==> src/rtl/uart_mm_cmd_bridge.sv <==
// uart_mm_cmd_bridge: parses command frames from a UART byte stream and runs
// single-word Avalon-MM writes/reads. It answers each frame with an ack, the
// read data, or an error byte.
// Frame: CMD(0x57 write / 0x52 read), ADDR[31:0] MSB first, then DATA[31:0]
// MSB first for writes.
// Optional build macro UART_MM_CMD_BRIDGE_CHECKSUM_EN: each frame carries one
// trailing XOR checksum byte covering CMD and every following frame byte.
module uart_mm_cmd_bridge #(
  parameter int INTER_BYTE_TIMEOUT = 100000,
  parameter int BUS_TIMEOUT        = 1024
) (
  input  logic        clk,
  input  logic        rst,
  input  logic [7:0]  rx_data,
  input  logic        rx_valid,
  output logic [7:0]  tx_data,
  output logic        tx_valid,
  input  logic        tx_ready,
  output logic [31:0] master_mm_address,
  output logic        master_mm_write,
  output logic [31:0] master_mm_writedata,
  output logic        master_mm_read,
  input  logic [31:0] master_mm_readdata,
  input  logic        master_mm_readdatavalid,
  input  logic        master_mm_waitrequest,
  output logic        msg_done,
  output logic        busy,
  output logic        rx_drop
);

  localparam int IB_W = $clog2(INTER_BYTE_TIMEOUT + 1);
  localparam int BT_W = $clog2(BUS_TIMEOUT + 1);

  localparam logic [7:0]  CMD_WR   = 8'h57;
  localparam logic [7:0]  CMD_RD   = 8'h52;
  localparam logic [31:0] RESP_ACK = {8'h4B, 24'h0};
  localparam logic [31:0] RESP_ERR = {8'h45, 24'h0};

`ifdef UART_MM_CMD_BRIDGE_CHECKSUM_EN
  localparam logic [31:0] RESP_CSUM = {8'h43, 24'h0};
  typedef enum logic [2:0] {
    S_IDLE, S_ADDR, S_DATA, S_BUS_WR, S_BUS_RD, S_WAIT_RD, S_RESP, S_CSUM
  } state_t;
`else
  typedef enum logic [2:0] {
    S_IDLE, S_ADDR, S_DATA, S_BUS_WR, S_BUS_RD, S_WAIT_RD, S_RESP
  } state_t;
`endif

  state_t           state_q;
  logic [31:0]      addr_q;
  logic [31:0]      wdata_q;
  logic [31:0]      resp_q;       // response bytes, next one to send in [31:24]
  logic [2:0]       resp_cnt_q;   // response bytes still to be accepted
  logic [1:0]       byte_cnt_q;   // byte position within ADDR or DATA field
  logic             is_wr_q;
  logic [IB_W-1:0]  ib_cnt_q;
  logic [BT_W-1:0]  bus_cnt_q;
  logic             wr_q;
  logic             rd_q;
  logic             tx_valid_q;
  logic             msg_done_q;
  logic             rx_drop_q;
`ifdef UART_MM_CMD_BRIDGE_CHECKSUM_EN
  logic [7:0]       csum_q;
  logic [7:0]       csum_d;
`endif

  logic [31:0]      addr_d;
  logic [31:0]      wdata_d;
  logic [IB_W-1:0]  ib_cnt_d;
  logic [BT_W-1:0]  bus_cnt_d;
  logic             ib_expired;
  logic             bus_expired;
  logic             rx_discard;

  assign addr_d      = {addr_q[23:0], rx_data};
  assign wdata_d     = {wdata_q[23:0], rx_data};
  assign ib_cnt_d    = ib_cnt_q + IB_W'(1);
  assign bus_cnt_d   = bus_cnt_q + BT_W'(1);
  // Timers start at 0 on entry, so the Nth idle/bus cycle is the one that expires.
  assign ib_expired  = (ib_cnt_d == IB_W'(INTER_BYTE_TIMEOUT));
  assign bus_expired = (bus_cnt_d == BT_W'(BUS_TIMEOUT));
  assign rx_discard  = (state_q == S_BUS_WR) || (state_q == S_BUS_RD) ||
                       (state_q == S_WAIT_RD) || (state_q == S_RESP);
`ifdef UART_MM_CMD_BRIDGE_CHECKSUM_EN
  assign csum_d      = csum_q ^ rx_data;
`endif

  assign tx_data             = resp_q[31:24];
  assign tx_valid            = tx_valid_q;
  assign master_mm_address   = addr_q;
  assign master_mm_writedata = wdata_q;
  assign master_mm_write     = wr_q;
  assign master_mm_read      = rd_q;
  assign msg_done            = msg_done_q;
  assign rx_drop             = rx_drop_q;
  assign busy                = (state_q != S_IDLE);

  // Command FSM: frame assembly, bus cycle, response sequencing and pulses.
  always_ff @(posedge clk or posedge rst) begin
    if (rst) begin
      state_q    <= S_IDLE;
      addr_q     <= '0;
      wdata_q    <= '0;
      resp_q     <= '0;
      resp_cnt_q <= '0;
      byte_cnt_q <= '0;
      is_wr_q    <= 1'b0;
      ib_cnt_q   <= '0;
      bus_cnt_q  <= '0;
      wr_q       <= 1'b0;
      rd_q       <= 1'b0;
      tx_valid_q <= 1'b0;
      msg_done_q <= 1'b0;
      rx_drop_q  <= 1'b0;
`ifdef UART_MM_CMD_BRIDGE_CHECKSUM_EN
      csum_q     <= '0;
`endif
    end else begin
      msg_done_q <= 1'b0;
      rx_drop_q  <= rx_valid && rx_discard;
      case (state_q)
        S_IDLE: begin
          if (rx_valid) begin
            byte_cnt_q <= '0;
            ib_cnt_q   <= '0;
            if ((rx_data == CMD_WR) || (rx_data == CMD_RD)) begin
              is_wr_q <= (rx_data == CMD_WR);
              state_q <= S_ADDR;
`ifdef UART_MM_CMD_BRIDGE_CHECKSUM_EN
              csum_q  <= rx_data;
`endif
            end else begin
              resp_q     <= RESP_ERR;
              resp_cnt_q <= 3'd1;
              tx_valid_q <= 1'b1;
              state_q    <= S_RESP;
            end
          end
        end
        S_ADDR: begin
          if (rx_valid) begin
            addr_q     <= addr_d;
            ib_cnt_q   <= '0;
            byte_cnt_q <= byte_cnt_q + 2'd1;
`ifdef UART_MM_CMD_BRIDGE_CHECKSUM_EN
            csum_q     <= csum_d;
`endif
            if (byte_cnt_q == 2'd3) begin
              if (is_wr_q) begin
                state_q <= S_DATA;
              end else begin
`ifdef UART_MM_CMD_BRIDGE_CHECKSUM_EN
                state_q <= S_CSUM;
`else
                rd_q      <= 1'b1;
                bus_cnt_q <= '0;
                state_q   <= S_BUS_RD;
`endif
              end
            end
          end else if (ib_expired) begin
            state_q <= S_IDLE;
          end else begin
            ib_cnt_q <= ib_cnt_d;
          end
        end
        S_DATA: begin
          if (rx_valid) begin
            wdata_q    <= wdata_d;
            ib_cnt_q   <= '0;
            byte_cnt_q <= byte_cnt_q + 2'd1;
`ifdef UART_MM_CMD_BRIDGE_CHECKSUM_EN
            csum_q     <= csum_d;
            if (byte_cnt_q == 2'd3) state_q <= S_CSUM;
`else
            if (byte_cnt_q == 2'd3) begin
              wr_q      <= 1'b1;
              bus_cnt_q <= '0;
              state_q   <= S_BUS_WR;
            end
`endif
          end else if (ib_expired) begin
            state_q <= S_IDLE;
          end else begin
            ib_cnt_q <= ib_cnt_d;
          end
        end
`ifdef UART_MM_CMD_BRIDGE_CHECKSUM_EN
        S_CSUM: begin
          if (rx_valid) begin
            if (rx_data != csum_q) begin
              resp_q     <= RESP_CSUM;
              resp_cnt_q <= 3'd1;
              tx_valid_q <= 1'b1;
              state_q    <= S_RESP;
            end else if (is_wr_q) begin
              wr_q      <= 1'b1;
              bus_cnt_q <= '0;
              state_q   <= S_BUS_WR;
            end else begin
              rd_q      <= 1'b1;
              bus_cnt_q <= '0;
              state_q   <= S_BUS_RD;
            end
          end else if (ib_expired) begin
            state_q <= S_IDLE;
          end else begin
            ib_cnt_q <= ib_cnt_d;
          end
        end
`endif
        S_BUS_WR: begin
          // Acceptance wins over a timeout landing on the same cycle.
          if (!master_mm_waitrequest) begin
            wr_q       <= 1'b0;
            resp_q     <= RESP_ACK;
            resp_cnt_q <= 3'd1;
            tx_valid_q <= 1'b1;
            msg_done_q <= 1'b1;
            state_q    <= S_RESP;
          end else if (bus_expired) begin
            wr_q       <= 1'b0;
            resp_q     <= RESP_ERR;
            resp_cnt_q <= 3'd1;
            tx_valid_q <= 1'b1;
            state_q    <= S_RESP;
          end else begin
            bus_cnt_q <= bus_cnt_d;
          end
        end
        S_BUS_RD: begin
          if (!master_mm_waitrequest) begin
            rd_q <= 1'b0;
            if (master_mm_readdatavalid) begin
              resp_q     <= master_mm_readdata;
              resp_cnt_q <= 3'd4;
              tx_valid_q <= 1'b1;
              msg_done_q <= 1'b1;
              state_q    <= S_RESP;
            end else if (bus_expired) begin
              resp_q     <= RESP_ERR;
              resp_cnt_q <= 3'd1;
              tx_valid_q <= 1'b1;
              state_q    <= S_RESP;
            end else begin
              bus_cnt_q <= bus_cnt_d;
              state_q   <= S_WAIT_RD;
            end
          end else if (bus_expired) begin
            rd_q       <= 1'b0;
            resp_q     <= RESP_ERR;
            resp_cnt_q <= 3'd1;
            tx_valid_q <= 1'b1;
            state_q    <= S_RESP;
          end else begin
            bus_cnt_q <= bus_cnt_d;
          end
        end
        S_WAIT_RD: begin
          // readdatavalid is only sampled here and in BUS_RD, so a late one
          // after a timeout is ignored.
          if (master_mm_readdatavalid) begin
            resp_q     <= master_mm_readdata;
            resp_cnt_q <= 3'd4;
            tx_valid_q <= 1'b1;
            msg_done_q <= 1'b1;
            state_q    <= S_RESP;
          end else if (bus_expired) begin
            resp_q     <= RESP_ERR;
            resp_cnt_q <= 3'd1;
            tx_valid_q <= 1'b1;
            state_q    <= S_RESP;
          end else begin
            bus_cnt_q <= bus_cnt_d;
          end
        end
        S_RESP: begin
          // tx_valid is high for the whole of RESP; shift only on acceptance.
          if (tx_ready) begin
            if (resp_cnt_q == 3'd1) begin
              tx_valid_q <= 1'b0;
              state_q    <= S_IDLE;
            end else begin
              resp_q     <= {resp_q[23:0], 8'h00};
              resp_cnt_q <= resp_cnt_q - 3'd1;
            end
          end
        end
        default: state_q <= S_IDLE;
      endcase
    end
  end

endmodule

==> config.mk <==
export PLATFORM = sky130hd
export DESIGN_NAME = uart_mm_cmd_bridge
export DESIGN_NICKNAME = d
export VERILOG_FILES = /design/src/rtl/uart_mm_cmd_bridge.sv
export SDC_FILE = /design/constraint.sdc
export NUM_CORES = 1
export LEC_CHECK = 0
export ABC_AREA = 1
export CAP_MARGIN = 15
export CORE_UTILIZATION = 45
export CTS_CLUSTER_SIZE = 20
export DETAILED_ROUTE_END_ITERATION = 6
export DONT_BUFFER_PORTS = 1
export GPL_ROUTABILITY_DRIVEN = 0
export PLACE_DENSITY = 0.67
export SYNTH_ARGS = -nofsm -noshare
export SYNTH_HDL_FRONTEND = slang
export SYNTH_SLANG_ARGS = --single-unit
==> constraint.sdc <==
create_clock -name clk -period 5.26 [get_ports clk]
set_input_delay 0.526 -clock clk [delete_from_list [all_inputs] [get_ports clk]]
set_output_delay 0.526 -clock clk [all_outputs]
set_load 0.01 [all_outputs]
==> results of run 1 <==
[cells by family after synthesis]
| kind of cell | share of synthesized area [%] |
|---|---|
| xor+xnor | 0.363 |
| simple gates | 29.6 |
| mux | 1.38 |
| compound gates | 11.9 |
| buf+inv | 8.21 |
| fa+ha+maj | 0.864 |
| flops | 47.7 |
[power by group]
part	internal (mW)	switching (mW)
registers	1.45	0.474
clock network	0.784	0.452
logic	0.397	0.878
[through the flow]
stage          instance area [um^2]  power [mW]  utilization, %  hold slack (ns)  setup WS, ns
2_1_floorplan                  7240        2.88               -            0.452          1.04
3_3_place_gp                   7340        3.19            46.6            0.465          2.38
3_5_place_dp                   7340        3.22            46.6            0.469          2.24
4_1_cts                        7960        4.47            50.5            0.102          2.20
5_1_grt                        7960        4.77            50.5            0.109          1.94
6_report                       7960        4.44            50.5           0.0628          2.19
[synth_stat cells, types with 2 or more instances]
cell       number  share of area [%]
nand2_1       260                 13
dfrtp_1       138                 48
o21ai_0        91                6.3
inv_1          84                4.4
nor2_1         74                3.8
nand3_1        53                3.7
nand4_1        39                3.4
a21oi_1        26                1.8
nand2_2        25                2.2
clkbuf_1       23                1.2
buf_4           9               0.93
a22o_1          8               0.97
mux2_2          8                1.2
buf_2           7               0.48
nor3_1          7               0.48
inv_2           6               0.31
o22ai_1         6               0.52
clkinv_1        5               0.26
ha_1            5               0.86
nor2_4          5               0.78
a31oi_1         4               0.35
nand3b_1        4               0.41
nor2_2          4               0.35
o31ai_1         4               0.41
a22oi_1         2               0.21
a32o_1          2               0.28
and2_1          2               0.17
o2111ai_1       2               0.24
o211ai_1        2               0.21
o21ai_1         2               0.14
xnor2_1         2               0.24
[how the worst min path moves through the flow]
stage | from | endpoint | slack (ns) | cells after the start
6_report | rst | master_mm_address[4]$_DFFE_PP0P_ | 0.06 | 1
4_1_cts | rst | master_mm_address[22]$_DFFE_PP0P_ | 0.10 | 1
3_5_place_dp | resp_q[20]$_DFFE_PP0P_ | resp_q[20]$_DFFE_PP0P_ | 0.47 | 2
2_1_floorplan | resp_cnt_q[1]$_DFFE_PP0P_ | resp_cnt_q[1]$_DFFE_PP0P_ | 0.45 | 2
5_1_grt | rst | master_mm_address[4]$_DFFE_PP0P_ | 0.11 | 1
3_3_place_gp | resp_q[20]$_DFFE_PP0P_ | resp_q[20]$_DFFE_PP0P_ | 0.47 | 2
[layer usage]
layer	wire length, um	vias up	GRT usage, %
li1	-	3009	-
met1	8200	2852	31.1
met2	7640	209	33.6
met3	1630	22	6.99
met4	206	0	7.54
met5	0	-	0
[flip-flops by register name, indices dropped and copies added (netlist names), 2 cells and up]
name and cells:
bus_cnt_q 11, resp_q 32, resp_cnt_q 3, master_mm_address 32, byte_cnt_q 2, master_mm_writedata 32
ib_cnt_q 17, state_q 3
[critical path, delay by kind of cell (launching register included)]
kind | cells | cell delay (ns)
adder cells (fa/ha/maj) | 1 | 0.25
flip-flops | 1 | 0.42
AND/OR/NAND/NOR | 9 | 1.92
AO/OA/AOI/OAI | 1 | 0.36
[cell usage in the layout, fill, tap and decap left out, drive strengths merged, types with 3 or more instances in the layout]
| cell | instances |
|---|---|
| nand2 | 285 |
| dfrtp | 138 |
| o21ai | 93 |
| inv | 91 |
| nor2 | 83 |
| nand3 | 55 |
| nand4 | 39 |
| a21oi | 26 |
| clkbuf | 22 |
| a22o | 8 |
| mux2 | 8 |
| nor3 | 8 |
| clkinv | 8 |
| o22ai | 6 |
| ha | 5 |
| buf | 5 |
| nand3b | 4 |
| a31oi | 4 |
| o31ai | 4 |
| bufinv | 4 |
| clkinvlp | 3 |
[layout make-up]
class                           count  area share (%)
Clock buffer                       22            5.96
Tap cell                          216            3.40
Sequential cell                   138            43.4
Multi-Input combinational cell    650            40.2
Inverter                           96            4.76
Timing Repair Buffer                5           0.472
Clock inverter                     10            1.76
==> results.md, run 1 <==
- Status: finished, final reports clean
- Mapped Area: 7240 um^2
- HP Class: input pin to asynchronous set/reset pin
- Post-CTS Setup Bufs: 0
- Share of cells above drive strength 1: 10.1%
- Root buffer cell: clkbuf_16
- Starting Density: 45.9%
- Nets: 959
- Skew-Pair Late Insertion Delay: 0.41 ns
- Maximum root-to-sink buffer count: 2
- Mean Syn Cell Area: 7.83 um^2
- Width of the die: 129 um
- TritonCTS clock tree: yes
- Post-synth EDFFs: 0
- Peak VDD IR: 307 uV
- Number of global-route vias before repair: 5,722
- Cells after DPL: 1,105
- Number of cells on the worst reg-to-reg path: 11
- Reg-to-reg slack, setup: 2.19 ns
- Area growth syn-to-layout: 9.87%
- Relative slew slack: 34.3%
- Global Route Usage Sum: 22.5%
- Critical Path Start: bus_cnt_q[1]$_DFFE_PP0P_
- Post-DRT Antenna Nets: 0
- TritonRoute pass-1 iters: 4
- CP max stage cell: nand3_2
- Pleak: 3.75 nW
- Top-Level Pins: 124
- FF-to-FF End: resp_q[1]$_DFFE_PP0P_
- Critical-path cell list: ha_1 > nand3_1 > nor2_1 > nand2_1 > nand2_1 > nand2_1 > nor2_1 > nand3_1 > nand3_1 > nand3_2 > a22o_1
- #FFs+latches synth: 138
- Worst Skew: 0.00816 ns
- Max_cap viols: 0
- H-Tree Depth: 4
- Initial antenna violation count: 0
- Max-slew violations: 0
- Pwr dens: 558 nW/um^2
- Max stage delay on crit path: 0.49 ns
- Clock sink count: 138
- Seq/Total Area, Yosys: 47.7%
- WL per Instance: 15.6 um
- Data required time at the worst endpoint: 5.56 ns
- Row count: 46
- Total die area: 16,600 um^2
- Worst Tran Pin Value: 0.981 ns
- Distinct cells, synth: 47
- Num CTS Buffers: 17
- RSZ-0062 raised after global routing: no
- Ys Warns: 0
- Via count: 6,092
- Post-synth ARST share: 100%
- Fillers: 1,523
- Gr ovfl total: 0
- Post-synth top flop: dfrtp_1
- Input/output buffers: 0
- Largest net degree at the start of global routing: 78
- Final period util: 58.4%
- Worst endpoint data arrival time: 3.37 ns
- Setup TNS: 0 ns
- DP Wirelength: 12,300 um
- F_max: 326 MHz
- Clock-pin slew of the registers on the worst-case setup and hold paths: 0.06 ns
- # setup viols final: 0
- Crit end category: register
- Synth Instances: 925
- Resize count post-CTS: 0
- Worst reg2reg path startpoint: bus_cnt_q[1]$_DFFE_PP0P_
- # DRC: 0
- Post-route minimum period: 3.07 ns
- Global-route wire length before repair: 28,800 um
- Cell Count, Final, Fillers Out: 1,137
- N_diodes: 0
- Total Wirelength: 17,700 um
- Initial DRC Count: 402
- Crit path capture: resp_q[1]$_DFFE_PP0P_
- Final Hold Fails: 0
- Crit-path max FO: 28
- Critical path class: register to register
- CORE AREA: 15,800 um^2
- Multi-input gate area: 3200 um^2
- Storage cell area: 3450 um^2
- Via density: 5.36
- Critical Path Start Type: register
- Syn Nets: 976
- Die Y: 129 um
- Cts hold-fix bufs: 0
(Power assumes the default switching activity.)
==> run 2, diff against run 1 <==
==> constraint.sdc (replaced) <==
create_clock -name clk -period 2.9 [get_ports clk]
set_input_delay 0.29 -clock clk [delete_from_list [all_inputs] [get_ports clk]]
set_output_delay 0.29 -clock clk [all_outputs]
set_load 0.01 [all_outputs]
==> results.md, run 2 (synthesis gave the netlist of run 1 again) <==
- Top-Level Pins: 124 (unchanged)
- Input/output buffers: 0 (unchanged)
- Gr ovfl total: 0 (unchanged)
- Row count: 46 (unchanged)
- Root buffer cell: clkbuf_16
- Combinational power share: 29.5% (+0.8 points)
- Area growth syn-to-layout: 15.4%
- Via count: 6,299 (+3.4%)
- Worst reg2reg path startpoint: bus_cnt_q[1]$_DFFE_PP0P_
- Maximum root-to-sink buffer count: 2 (unchanged)
- Switching pwr: 3.34 mW (+85%)
- RSZ-0062 raised after global routing: no
- Initial antenna violation count: 0 (unchanged)
- Clock-pin slew of the registers on the worst-case setup and hold paths: 0.06 ns (about the same)
- Num CTS Buffers: 17 (unchanged)
- HP Class: input pin to asynchronous set/reset pin
- Placed Area: 7410 um^2 (+0.94%)
- Nets: 993 (+3.5%)
- Max_cap viols: 0 (unchanged)
- Worst endpoint data arrival time: 2.86 ns (-0.51 ns)
- Net Sw Frac: 39.8% (-0.81 points)
- Largest net degree at the start of global routing: 139 (+78%)
- Peak VDD IR: 560 uV (+82%)
- TritonCTS clock tree: yes
- Worst Tran Pin Value: 0.724 ns (-0.258 ns)
- Status: finished, violations left
- Cells after DPL: 1,111 (+0.54%)
- H-Tree Depth: 4 (unchanged)
- Number of global-route vias before repair: 5,937 (+3.8%)
- Met3 Usage GRT: 7.98% (+1.0 points)
- F_max: 394 MHz (+21%)
- Initial DRC Count: 512 (+27%)
- Final Hold Fails: 57 (+57)
- Clock sink count: 138 (unchanged)
- Met1 usage: 29.8% (-1.2 points)
- Internal power: 5.04 mW (+91%)
- Reg power frac: 41.6% (-1.8 points)
- DP Wirelength: 12,300 um (-0.10%)
- GR peak layer: met2
- Via density: 5.38 (+0.40%)
- Pleak: 3.92 nW (+4.6%)
- FF-to-FF End: tx_valid$_DFFE_PP0P_
- Post-Place Setup Slack: 0.376 ns (-1.86 ns)
- Number of cells on the worst reg-to-reg path: 12 (+1)
- Global-route wire length before repair: 29,300 um (+1.5%)
- Worst setup slack after layout: 0.365 ns (-1.82 ns)
- Layout Cell Area excl Fill: 8360 um^2 (+5.0%)
- Worst Skew: 0.0163 ns (+0.00813 ns)
- N_diodes: 0 (unchanged)
- Clock power share: 28.9% (+1.0 points)
- Width of the die: 129 um (unchanged)
- Setup TNS: 0 ns (unchanged)
- Post-route minimum period: 2.53 ns (-0.536 ns)
- Share of cells above drive strength 1: 10.6% (+0.48 points)
- Reg-to-reg slack, setup: 0.37 ns (-1.82 ns)
- WL per Instance: 15.5 um (-0.31%)
- Post-DRT Antenna Nets: 0 (unchanged)
- Commonest non-fill, non-tap cells in the layout: nand2_1, dfrtp_1, o21ai_0, inv_1, nor2_1
- # DRC: 0 (unchanged)
- Critical path class: register to register
- Critical Path Start Type: register
- Pwr dens: 1000 nW/um^2 (+80%)
- Crit end category: register
- Starting Density: 45.9% (unchanged)
- Relative slew slack: 51.8% (+17 points)
- Skew-Pair Late Insertion Delay: 0.43 ns (+0.02 ns)
- TritonRoute pass-1 iters: 7 (+3)
- Commonest non-fill, non-tap cell in the layout: nand2_1
- Resize count post-CTS: 0 (unchanged)
- Total die area: 16,600 um^2 (unchanged)
- Final period util: 87.4% (+29 points)
- Data required time at the worst endpoint: 3.22 ns (-2.34 ns)
- Crit-path max FO: 8 (-71%)
- M2 GR Usage: 34.9% (+1.3 points)
- # setup viols final: 0 (unchanged)
- Total Wirelength: 18,200 um (+2.7%)
- CORE AREA: 15,800 um^2 (unchanged)
- Failing checks: hold timing
- Max-slew violations: 0 (unchanged)
- Global Route Usage Sum: 22.7% (+0.16 points)
- Hold_ws: -0.0508 ns (-0.114 ns)
- Cell Count, Final, Fillers Out: 1,171 (+3.0%)
- Die Y: 129 um (unchanged)
run 2: cell types whose count changed in the layout (fill, tap and decap cells not counted), sizes merged:
| cell | previous run | this run |
|---|---|---|
| buf | 5 | 12 |
| bufinv | 4 | 6 |
| clkbuf | 22 | 19 |
| clkinv | 8 | 6 |
| clkinvlp | 3 | 4 |
| dlygate4sd3 | 0 | 27 |
| inv | 91 | 93 |
run 2: power by group through the flow:
stage	Combinational, mW	Sequential, mW	Clock, mW
after floorplan	1.95	3.28	0
after CTS	2.43	3.48	2.47
after global routing	2.78	3.59	2.54
final	2.47	3.49	2.43
after detailed placement	2.40	3.50	0
after global placement	2.33	3.49	0
run 2: final cells by class:
class                      count  area, um^2
timing repair buffer          39         398
tap                          216         270
multi-input combinational    650        3200
fill                        1545        7410
sequential                   138        3450
inverter                      96         378
clock buffer                  19         443
clock inverter                13         213
run 2: metal layers:
layer | share of wire (%) | vias to the layer above
met1 | 45 | 2994
met2 | 45 | 211
met3 | 8.8 | 21
met4 | 1.1 | 0
met5 | 0 | -
li1 | - | 3073
run 2: how the worst max path moves through the flow:
| stage | startpoint | to | slack (ns) | cells past startpoint |
|---|---|---|---|---|
| final | bus_cnt_q[1]$_DFFE_PP0P_ | tx_valid$_DFFE_PP0P_ | 0.37 | 12 |
| after detailed placement | ib_cnt_q[0]$_DFFE_PP0P_ | ib_cnt_q[16]$_DFFE_PP0P_ | 0.38 | 14 |
| after global placement | bus_cnt_q[1]$_DFFE_PP0P_ | tx_valid$_DFFE_PP0P_ | 0.42 | 12 |
| after global routing | ib_cnt_q[0]$_DFFE_PP0P_ | ib_cnt_q[2]$_DFFE_PP0P_ | 0.04 | 15 |
| after CTS | ib_cnt_q[0]$_DFFE_PP0P_ | ib_cnt_q[1]$_DFFE_PP0P_ | 0.36 | 14 |
| after floorplan | ib_cnt_q[0]$_DFFE_PP0P_ | ib_cnt_q[13]$_DFFE_PP0P_ | 0.75 | 16 |
run 2: through the flow:
stage | utilization [%] | total power, mW
after CTS | 52.9 | 8.37
after global placement | 47.0 | 5.82
after detailed placement | 47.0 | 5.90
after floorplan | - | 5.23
after global routing | 53.0 | 8.92
final | 53.0 | 8.38
run 2: critical path: stages (launching register included):
cell and delay, ns:
dfrtp_1 0.40, ha_1 0.27, nand3_1 0.15, nor2_1 0.23
nand3b_1 0.11, nand2_1 0.12, nor2_1 0.06, nand3_1 0.21
inv_1 0.20, o21ai_1 0.34, nand3_1 0.15, mux2i_1 0.14
inv_1 0.05
run 2: repair_timing:
item / CTS / global route
setup endpoints to repair: 0 / 5
hold endpoints to repair: 27 / 0
hold buffers: 27 / 0
setup buffers: 0 / 1
